$ cat src/rtl/mult_div_ctrl.sv
// mult_div_ctrl: iterative 32x32 multiply / divide controller.
// Four-state FSM (IDLE, RUN, FIX, DONE). RUN performs 32 shift-add or
// restoring shift-subtract steps on operand magnitudes. FIX loads HI/LO.
// Define MULT_DIV_SIGNED_EN for two's-complement operands with sign
// correction in FIX. Leave it undefined for unsigned operation.
module mult_div_ctrl (
    input  logic        clock,
    input  logic        reset,
    input  logic        start_mult,
    input  logic        start_div,
    input  logic [31:0] a,
    input  logic [31:0] b,
    output logic        busy,
    output logic        done,
    output logic        div_zero,
    output logic [31:0] hi_out,
    output logic [31:0] lo_out
);

    localparam int unsigned W  = 32;
    localparam int unsigned CW = 5;

    typedef enum logic [1:0] {IDLE, RUN, FIX, DONE} state_t;

    state_t          state, state_n;
    logic            busy_n, done_n, div_zero_n;
    logic            op_div;
    logic [CW-1:0]   cnt;
    logic [2*W-1:0]  acc;
    logic [W-1:0]    divisor;
    logic            accept_mult_c, accept_div_c, zero_div_c;
    logic [W:0]      mul_sum_c;
    logic [W:0]      div_sh_c;
    logic [W:0]      div_diff_c;
    logic [2*W-1:0]  step_c;
    logic [W-1:0]    hi_fix_c, lo_fix_c;
`ifdef MULT_DIV_SIGNED_EN
    logic            neg_q, neg_r;
    logic [2*W-1:0]  prod_fix_c;
    logic [W-1:0]    quo_fix_c, rem_fix_c;
`endif

    // Operand magnitude; identity for unsigned operands.
    function automatic logic [W-1:0] mag(input logic [W-1:0] x);
`ifdef MULT_DIV_SIGNED_EN
        return x[W-1] ? W'(-x) : x;
`else
        return x;
`endif
    endfunction

    // Start decode; multiply has priority over divide.
    always_comb begin
        accept_mult_c = (state == IDLE) && start_mult;
        accept_div_c  = (state == IDLE) && start_div && !start_mult && (b != '0);
        zero_div_c    = (state == IDLE) && start_div && !start_mult && (b == '0);
    end

    // One iteration: shift-add multiply or restoring divide on acc.
    always_comb begin
        mul_sum_c  = {1'b0, acc[2*W-1:W]} + (acc[0] ? {1'b0, divisor} : (W+1)'(0));
        div_sh_c   = {acc[2*W-1:W], acc[W-1]};
        div_diff_c = div_sh_c - {1'b0, divisor};
        if (op_div) begin
            if (div_sh_c >= {1'b0, divisor})
                step_c = {div_diff_c[W-1:0], acc[W-2:0], 1'b1};
            else
                step_c = {div_sh_c[W-1:0], acc[W-2:0], 1'b0};
        end else begin
            step_c = {mul_sum_c, acc[W-1:1]};
        end
    end

    // Result selection with optional sign correction.
    always_comb begin
`ifdef MULT_DIV_SIGNED_EN
        prod_fix_c = neg_q ? (2*W)'(-acc) : acc;
        quo_fix_c  = neg_q ? W'(-acc[W-1:0]) : acc[W-1:0];
        rem_fix_c  = neg_r ? W'(-acc[2*W-1:W]) : acc[2*W-1:W];
        hi_fix_c   = op_div ? rem_fix_c : prod_fix_c[2*W-1:W];
        lo_fix_c   = op_div ? quo_fix_c : prod_fix_c[W-1:0];
`else
        hi_fix_c   = acc[2*W-1:W];
        lo_fix_c   = acc[W-1:0];
`endif
    end

    // State and status-output registers.
    always_ff @(posedge clock or posedge reset) begin
        if (reset) begin
            state    <= IDLE;
            busy     <= 1'b0;
            done     <= 1'b0;
            div_zero <= 1'b0;
        end else begin
            state    <= state_n;
            busy     <= busy_n;
            done     <= done_n;
            div_zero <= div_zero_n;
        end
    end

    // Next state; status outputs decoded from the state being entered.
    always_comb begin
        state_n    = state;
        busy_n     = 1'b0;
        done_n     = 1'b0;
        div_zero_n = 1'b0;
        case (state)
            IDLE: begin
                if (accept_mult_c || accept_div_c) begin
                    state_n = RUN;
                    busy_n  = 1'b1;
                end else if (zero_div_c) begin
                    state_n    = DONE;
                    done_n     = 1'b1;
                    div_zero_n = 1'b1;
                end
            end
            RUN: begin
                busy_n = 1'b1;
                if (cnt == CW'(31)) state_n = FIX;
            end
            FIX: begin
                state_n = DONE;
                done_n  = 1'b1;
            end
            DONE:    state_n = IDLE;
            default: state_n = IDLE;
        endcase
    end

    // Datapath: operand capture, iteration, and HI/LO load in FIX.
    always_ff @(posedge clock or posedge reset) begin
        if (reset) begin
            op_div  <= 1'b0;
            cnt     <= '0;
            acc     <= '0;
            divisor <= '0;
            hi_out  <= '0;
            lo_out  <= '0;
`ifdef MULT_DIV_SIGNED_EN
            neg_q   <= 1'b0;
            neg_r   <= 1'b0;
`endif
        end else begin
            case (state)
                IDLE: begin
                    if (accept_mult_c || accept_div_c) begin
                        op_div  <= !start_mult;
                        cnt     <= '0;
                        acc     <= {{W{1'b0}}, mag(a)};
                        divisor <= mag(b);
`ifdef MULT_DIV_SIGNED_EN
                        neg_q   <= a[W-1] ^ b[W-1];
                        neg_r   <= a[W-1];
`endif
                    end
                end
                RUN: begin
                    acc <= step_c;
                    cnt <= cnt + CW'(1);
                end
                FIX: begin
                    hi_out <= hi_fix_c;
                    lo_out <= lo_fix_c;
                end
                default: ;
            endcase
        end
    end

endmodule

$ cat config.mk
export PLATFORM = sky130hd
export DESIGN_NAME = mult_div_ctrl
export DESIGN_NICKNAME = d
export VERILOG_FILES = /design/src/rtl/mult_div_ctrl.sv
export SDC_FILE = /design/constraint.sdc
export NUM_CORES = 1
export LEC_CHECK = 0
export ABC_AREA = 1
export BUFFER_PORTS_ARGS = -buffer_cell sky130_fd_sc_hd__buf_2
export CORE_MARGIN = 1.5
export CORE_UTILIZATION = 35
export DETAILED_ROUTE_END_ITERATION = 16
export PLACE_DENSITY = 0.55
export SLEW_MARGIN = 40
export SYNTH_ARGS = -nofsm -noshare
export SYNTH_HDL_FRONTEND = slang
export SYNTH_SLANG_ARGS = --single-unit
$ cat constraint.sdc
create_clock -name clock -period 15.3 [get_ports clock]
set_clock_uncertainty 0.05 [all_clocks]
set_input_delay 0.765 -clock clock [delete_from_list [all_inputs] [get_ports clock]]
set_output_delay 0.765 -clock clock [all_outputs]
set_load 0.02 [all_outputs]
Word-level counts from Yosys, hierarchy flattened

Index checks and enable logic that the tools add are counted.

Register bits after elaboration: 171
Bits of input ports: 68
Output and inout bits: 67
Word-level logic and storage cells: 52

Add/subtract/negate cells: 3
$lt $le $gt $ge: 1
Equal/unequal tests: 7
Multiplexer cells: 17
Reduce and logical (&&, ||, !) cells: 14

Operators with widths:

| kind                                          | count |
|---|---|
| two-way mux 64 bit                            | 3 |
| one-hot mux 64 bit (2 select lines)           | 1 |
| adder 32 x 32 -> 33 bit                       | 1 |
| >= comparator 33 x 32 -> 1 bit                | 1 |
| zero test 32 bit                              | 1 |
| two-way mux 32 bit                            | 1 |
| nonzero test 32 bit                           | 1 |
| subtractor 32 bit                             | 1 |
| one-hot mux 5 bit (2 select lines)            | 1 |
| one-hot mux 2 bit (4 select lines)            | 1 |
| two-way mux 2 bit                             | 3 |
| AND reduction 2 bit                           | 3 |
| adder 5 x 1 -> 5 bit, second input constant   | 1 |
| == test 5 bit, second input constant          | 1 |
| logical AND 1 bit                             | 5 |
| two-way mux 5 bit                             | 1 |
| == test 2 bit, second input constant          | 2 |
| two-way mux 1 bit                             | 4 |
| one-hot mux 1 bit (2 select lines)            | 2 |
| != test 3 x 2 -> 1 bit, second input constant | 1 |
| == test 2 x 1 -> 1 bit, second input constant | 1 |
| zero test 2 bit                               | 1 |
| != test 2 x 1 -> 1 bit, second input constant | 1 |
| != test 2 bit, second input constant          | 1 |
| 3 further kinds                               | 3 |

Longest topological paths before layout

Gate-level depths: netlist of run 1.

Depth after elaboration: 7
Depth in mapped cells: 20
Mapped depth without buffers: 18

Worst setup path after synthesis of run 1

Ideal clock, no wire load.

Path kind: register to register
From: register acc[0]
To: register acc[59]
Library setup time: 0.117 ns
Arrival time: 2.192 ns
Data required time: 15.133 ns
Setup slack: 12.941 ns
Cell stages (with the launch flop): 17
Buffers on the path: 1
Clock period less this slack: 2.359 ns
Path through: dfrtp_1 clkbuf_1 nand2_1 inv_1 ha_1 inv_1 fa_1 o21ai_1 nand2_1 nand2_1 nand2_1 nand2_1 nand2_1 nand3_1 nand3_1 nand3_1 nand2_1

Longest elaborated chain between the ends: 4

Ends and longest elaborated chain:

| what                                | line | text |
|---|---|---|
| start: declaration                  | 29   | `logic [2*W-1:0] acc;` |
| start signal: assignment            | 152  | `acc <= {{W{1'b0}}, mag(a)};` |
| start signal: assignment            | 161  | `acc <= step_c;` |
| two-way mux 32 bit                  | 61   | `mul_sum_c = {1'b0, acc[2*W-1:W]} + (acc[0] ? {1'b0, divisor} : (W+1)'(0));` |
| adder 32 x 32 -> 33 bit             | 61   |  |
| two-way mux 64 bit                  | 64   | `if (op_div) begin` |
| one-hot mux 64 bit (2 select lines) | 147  | `case (state)` |

No other way between the ends.
A chain may end at the register's enable or synchronous reset.

Worst setup path after layout of run 1

From: register acc[0]
To: register acc[45]

The elaborated chain is that of the path after synthesis.

==> results.md, run 1 <==
- Status: complete, no violations
- Antenna violations before repair: 1
- Worst-case clock buffer depth: 2
- Largest cells by area after synthesis: dfrtp_1 33%, nand2_1 23%, inv_1 9.1%, ha_1 6.7%, nand3_1 4.9%
- Power Dens Cells: 232.7 nW/um^2
- Final setup vio count: 0
- DR pass1 iterations: 5
- Cts hold-fix bufs: 0
- Largest net degree at the start of global routing: 107
- Vias: 12830
- Post-DP HPWL: 33910 um
- Number of port buffers: roughly 130
- WL final: 44100 um
- Syn-to-layout area delta: 12.74%
- IO Pins: 135
- Placed cells: 2547
- Detailed Route Iter0 Violations: just over 900
- Root Buffer: clkbuf_16
- RSZ-0062 raised after global routing: no
- Cell Rows: 69
- Post-synth top area share: 0.3334
- Top cell type by total area after synthesis: dfrtp_1
- WP data arrival: 3.85 ns
- Total track usage: 0.2398
- Warning count from the yosys run: 0
- HP Class: input pin to async pin
- Initial Utilization: 0.3582
- Worst-path clk slew: 0.07 ns
- Grt ovf: 0
- Inserted Clock Buffers: 17
- CP max FO: 20
- H-tree depth: 4
- Final hold violation count: 0
- Setup CP Type: flip-flop to flip-flop
- Syn_nets: 2141
- Max-Cap Viols: 0
- # resized after CTS: 0
- Synthesized instance count: 2002
- CORE AREA: 35830 sq um
- Worst setup SP type: flip-flop
- Number of synthesized register bits: 171
- Primary FF master, synth: dfrtp_1
- Slew Limit Headroom: 0.4685
- Worst vdd ir: 99.02 uV
- Synth Area per Inst: 6.411 sq um
- Slew Viols, Final: 0
- Total Power: 3.367 mW
- First-pass GRT wire length: 70380 um
- CTS tree: yes
- Yosys cell types: 44
- Worst setup EP type: flip-flop
- Setup_tns: 0 ns
- Crit share post-route: 0.2318
- Leakage: 8.230 nW
- Layout cells sized above 1: 0.1001
- Clock insertion delay at the later pin of the skew report: roughly 0.46 ns
- Worst hold slack: 0.2847 ns
- Synthesized area: 12830 sq um
- Non-filler cells in the finished layout: 2580
- Crit path time final: roughly 3.5 ns
- Antenna Violating Nets Remaining: 0
- Die height: 194.5 um
- Post-synth EDFFs: 0
- NumNets Final: 2244
- Worst-margin pin slew: roughly 0.8 ns
- Vias in the first global route: 12510
- Sequential cell area fraction in the yosys report: 0.3334
- Max Freq: 281.9 MHz
- Placer Congestion: 0.9407
- Post-CTS setup buffer count: 0
- FFs w/ async S/R, synth: 1.000
- Wire length per cell: 17.09 um
- Via-to-Cell Ratio: roughly 5.0
- Die Wd: around 200 um
- DIE AREA: 37830 sq um
- Remaining DRCs: 0
- Clk sink count: 171
- CP Data Required Time: approximately 16 ns
- Filler cells: 3851
## state kept, by name (all words and copies together), names as in the netlist
signal / count
acc: 64
divisor: 32
hi_out: 32
lo_out: 32
cnt: 5
state: 2
busy: 1
div_zero: 1
done: 1
op_div: 1
## per-stage QoR
step	util	instance area, sq um	worst slack, ns
after global placement	0.3876	13890	11.59
final	0.4039	14470	11.75
after floorplan	-	12830	9.853
after global routing	0.4038	14470	11.41
after detailed placement	0.3878	13890	11.70
after CTS	0.4037	14460	11.69
## report_power, final
| part | internal, mW | total, mW | switching [mW] |
|---|---|---|---|
| logic | 0.646 | 2.13 | 1.48 |
| clock network | 0.234 | 0.437 | 0.203 |
| registers | 0.644 | 0.803 | 0.158 |
| total | 1.52 | 3.37 | 1.84 |
## placed cells by master (no fill, tap or decap), types with 2 or more instances in the layout
master / instances
xor2_1: 12
fa_1: 2
nor3_1: 12
nand2_2: 7
nand3b_1: 6
a21oi_1: 77
o211ai_1: 25
nor2_2: 6
buf_2: 134
clkinv_2: 3
nor4_1: 5
o211ai_2: 7
buf_4: 8
inv_1: 309
inv_2: 7
nand3_1: 125
clkinv_4: 3
clkinvlp_4: 2
ha_1: 69
dfrtp_1: 170
a22oi_1: 2
o21ai_0: 90
clkbuf_8: 2
o21bai_1: 7
a22o_1: 2
nor2_1: 159
nand2_4: 2
a31oi_1: 2
mux2i_1: 7
o21ai_1: 7
and2_1: 2
inv_6: 3
o221ai_1: 7
xnor2_1: 7
nand2_1: 769
a21oi_2: 2
clkbuf_16: 17
nand4_1: 27
## Yosys cell counts, types with 2 or more instances
library cell	number
a21oi_1	77
a21oi_2	2
a22o_1	2
a22oi_1	2
a31oi_1	2
and2_1	2
buf_2	12
buf_4	4
buf_6	3
clkbuf_1	40
dfrtp_1	171
fa_1	2
ha_1	69
inv_1	312
inv_2	5
mux2i_1	7
nand2_1	771
nand2_2	5
nand2_4	2
nand3_1	125
nand3b_1	6
nand4_1	27
nor2_1	159
nor2_2	6
nor3_1	12
nor4_1	5
o211ai_1	25
o211ai_2	7
o21ai_0	90
o21ai_1	7
o21bai_1	7
o221ai_1	7
xnor2_1	7
xor2_1	12
## area by class of cell
class | instances | area [sq um] | share of cell area
sequential | 171 | 4280 | 0.2958
tap | 461 | 576.8 | 0.03986
clock inverter | 12 | 112.6 | 0.007782
antenna | 1 | 2.502 | 0.0001729
inverter | 318 | 1206 | 0.08336
timing repair buffer | 143 | 742.0 | 0.05128
clock buffer | 20 | 456.7 | 0.03156
multi-input combinational | 1454 | 7093 | 0.4902
## layer usage
| metal | up-vias | global-route usage | part of all wire |
|---|---|---|---|
| met1 | 5945 | 0.3321 | 0.48 |
| met3 | 36 | 0.02863 | 0.047 |
| met2 | 357 | 0.3917 | 0.46 |
| met5 | - | 0 | 0 |
| met4 | 0 | 0.07002 | 0.018 |
| li1 | 6489 | - | - |
## logic make-up (layout without fill, tap and decap cells)
kind of cell             after synthesis  in the layout  share of synthesized area
AO/OA/AOI/OAI                        232            232                     0.1056
XOR/XNOR                              19             19                    0.01297
adder cells (fa/ha/maj)               71             71                    0.07038
buffers and inverters                377            493                     0.1143
flip-flops                           171            171                     0.3334
multiplexers                           7              7                   0.005459
other                                  0              1                          0
AND/OR/NAND/NOR                     1125           1125                     0.3579
## worst paths after layout
path                            depth (start not counted)          to  slack, ns        from
worst max-delay path                                   15     acc[45]      11.75      acc[0]
worst min-delay path                                    2     acc[32]       0.28       reset
worst max register to register                         15     acc[45]      11.75      acc[0]
worst min register to register                          2  lo_out[24]       0.42  lo_out[24]
max in group asynchronous                               3     acc[54]      13.89       reset
min in group clock                                      2  lo_out[24]       0.42  lo_out[24]
## critical path, stage by stage (launching register included)
cell and delay (ns):
dfrtp_1 0.72, buf_4 0.39, nand2_1 0.09, inv_1 0.06, ha_1 0.21, inv_1 0.07, fa_1 0.44, o21ai_1 0.36
nand2_1 0.09, nand2_1 0.16, nand2_1 0.07, nand2_1 0.17, nor2_1 0.06, o21ai_0 0.31, nand3b_1 0.16, nand2_1 0.05
No activity file was read; power rests on OpenSTA's default activity.
==> run 2, diff against run 1 <==
PLACE_DENSITY = 0.57   (was 0.55)
clock period = 2.8 ns   (was 15.3 ns; I/O delays follow)
==> run 2 against run 1 <==
Non-clock buffer count up 108. Total power rose to 5.9 times the previous value. Wire length is 6.5% higher. Worst hold slack lost 0.23 ns. First-iteration DRC count grew 6.7%. Fmax grew 33%. Flip-flop and latch count unchanged. Register-to-register slack got worse by 12 ns. Combinational power rose to 5.9 times the previous value. Count of clock-buffer cells in the layout is 1 lower. Via count grew 4.8%. Critical path type unchanged. Critical endpoint is now acc[60]. Largest power group unchanged.
==> results.md, run 2 (same netlist as run 1, synthesis figures left out) <==
- Worst hold slack: 0.05838 ns (-0.2263 ns)
- Non-filler cells in the finished layout: 2687 (+4.1%)
- Placer Congestion: 1.031 (+9.6%)
- HP Class: input pin to flip-flop
- First-pass GRT wire length: 74890 um (+6.4%)
- Detailed Route Iter0 Violations: 987 (+6.7%)
- Layout Cell Area excl Fill: 15690 sq um (+8.4%)
- Total track usage: 0.2551 (+0.01529)
- Most common cell after layout, fill and taps aside: nand2_1
- CORE AREA: 35830 sq um (unchanged)
- Max Freq: 375.3 MHz (+33%)
- Met2 usage: 0.4089 (+0.01712)
- Min-Delay Path Depth: 4
- Max-Cap Viols: 0 (unchanged)
- Logic depth of the worst path, buffers included: 16 (+1)
- Grt ovf: 0 (unchanged)
- Largest net degree at the start of global routing: 107 (unchanged)
- Total Power: 19.74 mW (+490%)
- Status: complete, no violations
- WP data arrival: 3.01 ns (-0.84 ns)
- Worst-margin pin slew: 0.8022 ns (+0.005040 ns)
- Vias: 13450 (+4.8%)
- Multi-input logic area: 7218 sq um (+1.8%)
- Post-CTS setup buffer count: 0 (unchanged)
- Worst setup EP type: flip-flop
- Leakage: 8.744 nW (+6.2%)
- Number of port buffers: 134 (unchanged)
- Placed Area: 14270 sq um (+2.7%)
- Filler cells: 3775 (-2.0%)
- Met1 GRT Util: 0.3482 (+0.01613)
- Crit path time final: 2.664 ns (-0.8826 ns)
- Die Wd: 194.5 um (unchanged)
- Setup_tns: 0 ns (unchanged)
- DIE AREA: 37830 sq um (unchanged)
- IO Pins: 135 (unchanged)
- Antenna Violating Nets Remaining: 0 (unchanged)
- Worst-case clock buffer depth: 2 (unchanged)
- Largest register FFs: 64 (unchanged)
- CP Data Required Time: 3.15 ns (-12.45 ns)
- Clk sink count: 171 (unchanged)
- Slowest-stage cell, CP: dfrtp_1
- Worst R2R Path Depth: 16 (+1)
- CTS tree: yes
- Root Buffer: clkbuf_16
- Post-DP HPWL: 36180 um (+6.7%)
- Worst setup SP type: flip-flop
- Remaining DRCs: 0 (unchanged)
- Crit share post-route: 0.9516 (+0.7197)
- Worst-path clk slew: 0.07 ns (about the same)
- DR pass1 iterations: 6 (+1)
- Cell-by-cell trace of the critical path: ha_1, nand2_1, inv_1, nand2_1, nand3_1, inv_1, nand2_1, inv_1, nand2_2, nand2_8, nand2_8, buf_4, nand3_1, nand2_1, nand3_1, nand2_1
- Reg area: 4284 sq um (about the same)
- WL final: 46970 um (+6.5%)
- Via-to-Cell Ratio: 5.004 (+0.65%)
- CP max FO: 12 (-40%)
- GRT busiest layer: met2
- Slew Viols, Final: 0 (unchanged)
- Placed cells: 2590 (+1.7%)
- Grt met3 use: 0.03817 (+0.009544)
- Slowest stage delay, CP: 0.45 ns (-0.27 ns)
- Syn-to-layout area delta: 22.22%
- Reg with most FFs: acc
- Commonest non-fill, non-tap cells in the layout: 769 x nand2_1, 310 x inv_1, 167 x dfrtp_1, 152 x nor2_1, 134 x buf_2
- WP buf/inv: 4 (+1)
- Setup CP Type: flip-flop to flip-flop
- Cell Rows: 69 (unchanged)
- Worst vdd ir: 607.4 uV (+510%)
- Clock insertion delay at the later pin of the skew report: 0.46 ns (about the same)
- Slew Limit Headroom: 0.4652 (-0.003360)
- Final setup vio count: 0 (unchanged)
- Power Dens Cells: 1258 nW/um^2 (+440%)
- NumNets Final: 2352 (+4.8%)
- Wire length per cell: 17.48 um (+2.3%)
- Die height: 194.5 um (unchanged)
- H-tree depth: 4 (unchanged)
- Cell family with most CP delay: simple AND/OR/NAND/NOR gates
- Layout cells sized above 1: 0.1258 (+0.02569)
- Inserted Clock Buffers: 17 (unchanged)
- N_diodes: 0 (-1)
- Vias in the first global route: 13400 (+7.1%)
- Antenna violations before repair: 0 (-1)
- Cell repeated most along the worst path: nand2_1
- Final hold violation count: 0 (unchanged)
- Initial Utilization: 0.3582 (unchanged)
==> run 2: cell types whose count changed in the layout (fill, tap and decap cells not counted), sizes merged <==
cell         change
buf             +43
clkbuf           -1
inv              +1
diode            -1
bufinv           +3
clkinv           -4
dlygate4sd3     +65
clkinvlp         +1
==> run 2: per-stage QoR <==
| step | util | worst slack, ns |
|---|---|---|
| 2_1_floorplan | - | 0.4273 |
| 5_1_grt | 0.4378 | -0.005078 |
| 3_5_place_dp | 0.3984 | 0.03005 |
| 6_report | 0.4378 | 0.1356 |
| 4_1_cts | 0.4342 | 0.02638 |
| 3_3_place_gp | 0.3983 | 0.01090 |
==> run 2: path summary, 6_finish.rpt <==
path                       slack [ns]          to  startpoint
max                              0.14     acc[60]     acc[47]
min                              0.06      acc[0]        a[0]
max reg2reg                      0.14     acc[60]     acc[47]
min reg2reg                      0.42  lo_out[15]  lo_out[15]
max in group asynchronous        1.81     acc[38]       reset
min in group asynchronous        0.33  lo_out[30]       reset
==> run 2: worst register-to-register path, delay by kind of cell, from the launching register on <==
kind / cells / cell delay (ns)
simple gates: 11 / 1.30
buf+inv: 4 / 0.38
flops: 1 / 0.45
fa+ha+maj: 1 / 0.43
==> run 2: layout make-up <==
type | instances | area share
clock buffers | 19 | 0.02824
clock inverters | 13 | 0.01204
inverters | 318 | 0.07633
multi-input cells | 1454 | 0.4602
flip-flops and latches | 171 | 0.2731
well taps | 461 | 0.03677
repair buffers | 251 | 0.1133
==> run 2: power breakdown <==
group	internal (mW)	total, mW	switching [mW]
clock	1.53	2.65	1.13
sequential	3.52	4.44	0.916
combinational	4.16	12.6	8.48
total	9.22	19.7	10.5
==> run 2: timing repair <==
action                                 4_1_cts  5_1_grt
resized for setup                            0       30
endpoints found under the hold margin      235        0
setup endpoints to repair                    0       26
hold buffers                                65        0
==> run 2: routing by layer <==
| layer | routed length [um] | part of all wire |
|---|---|---|
| met1 | 21950 | 0.47 |
| met2 | 21170 | 0.45 |
| met3 | 2315 | 0.049 |
| met4 | 1539 | 0.033 |
| met5 | 0 | 0 |
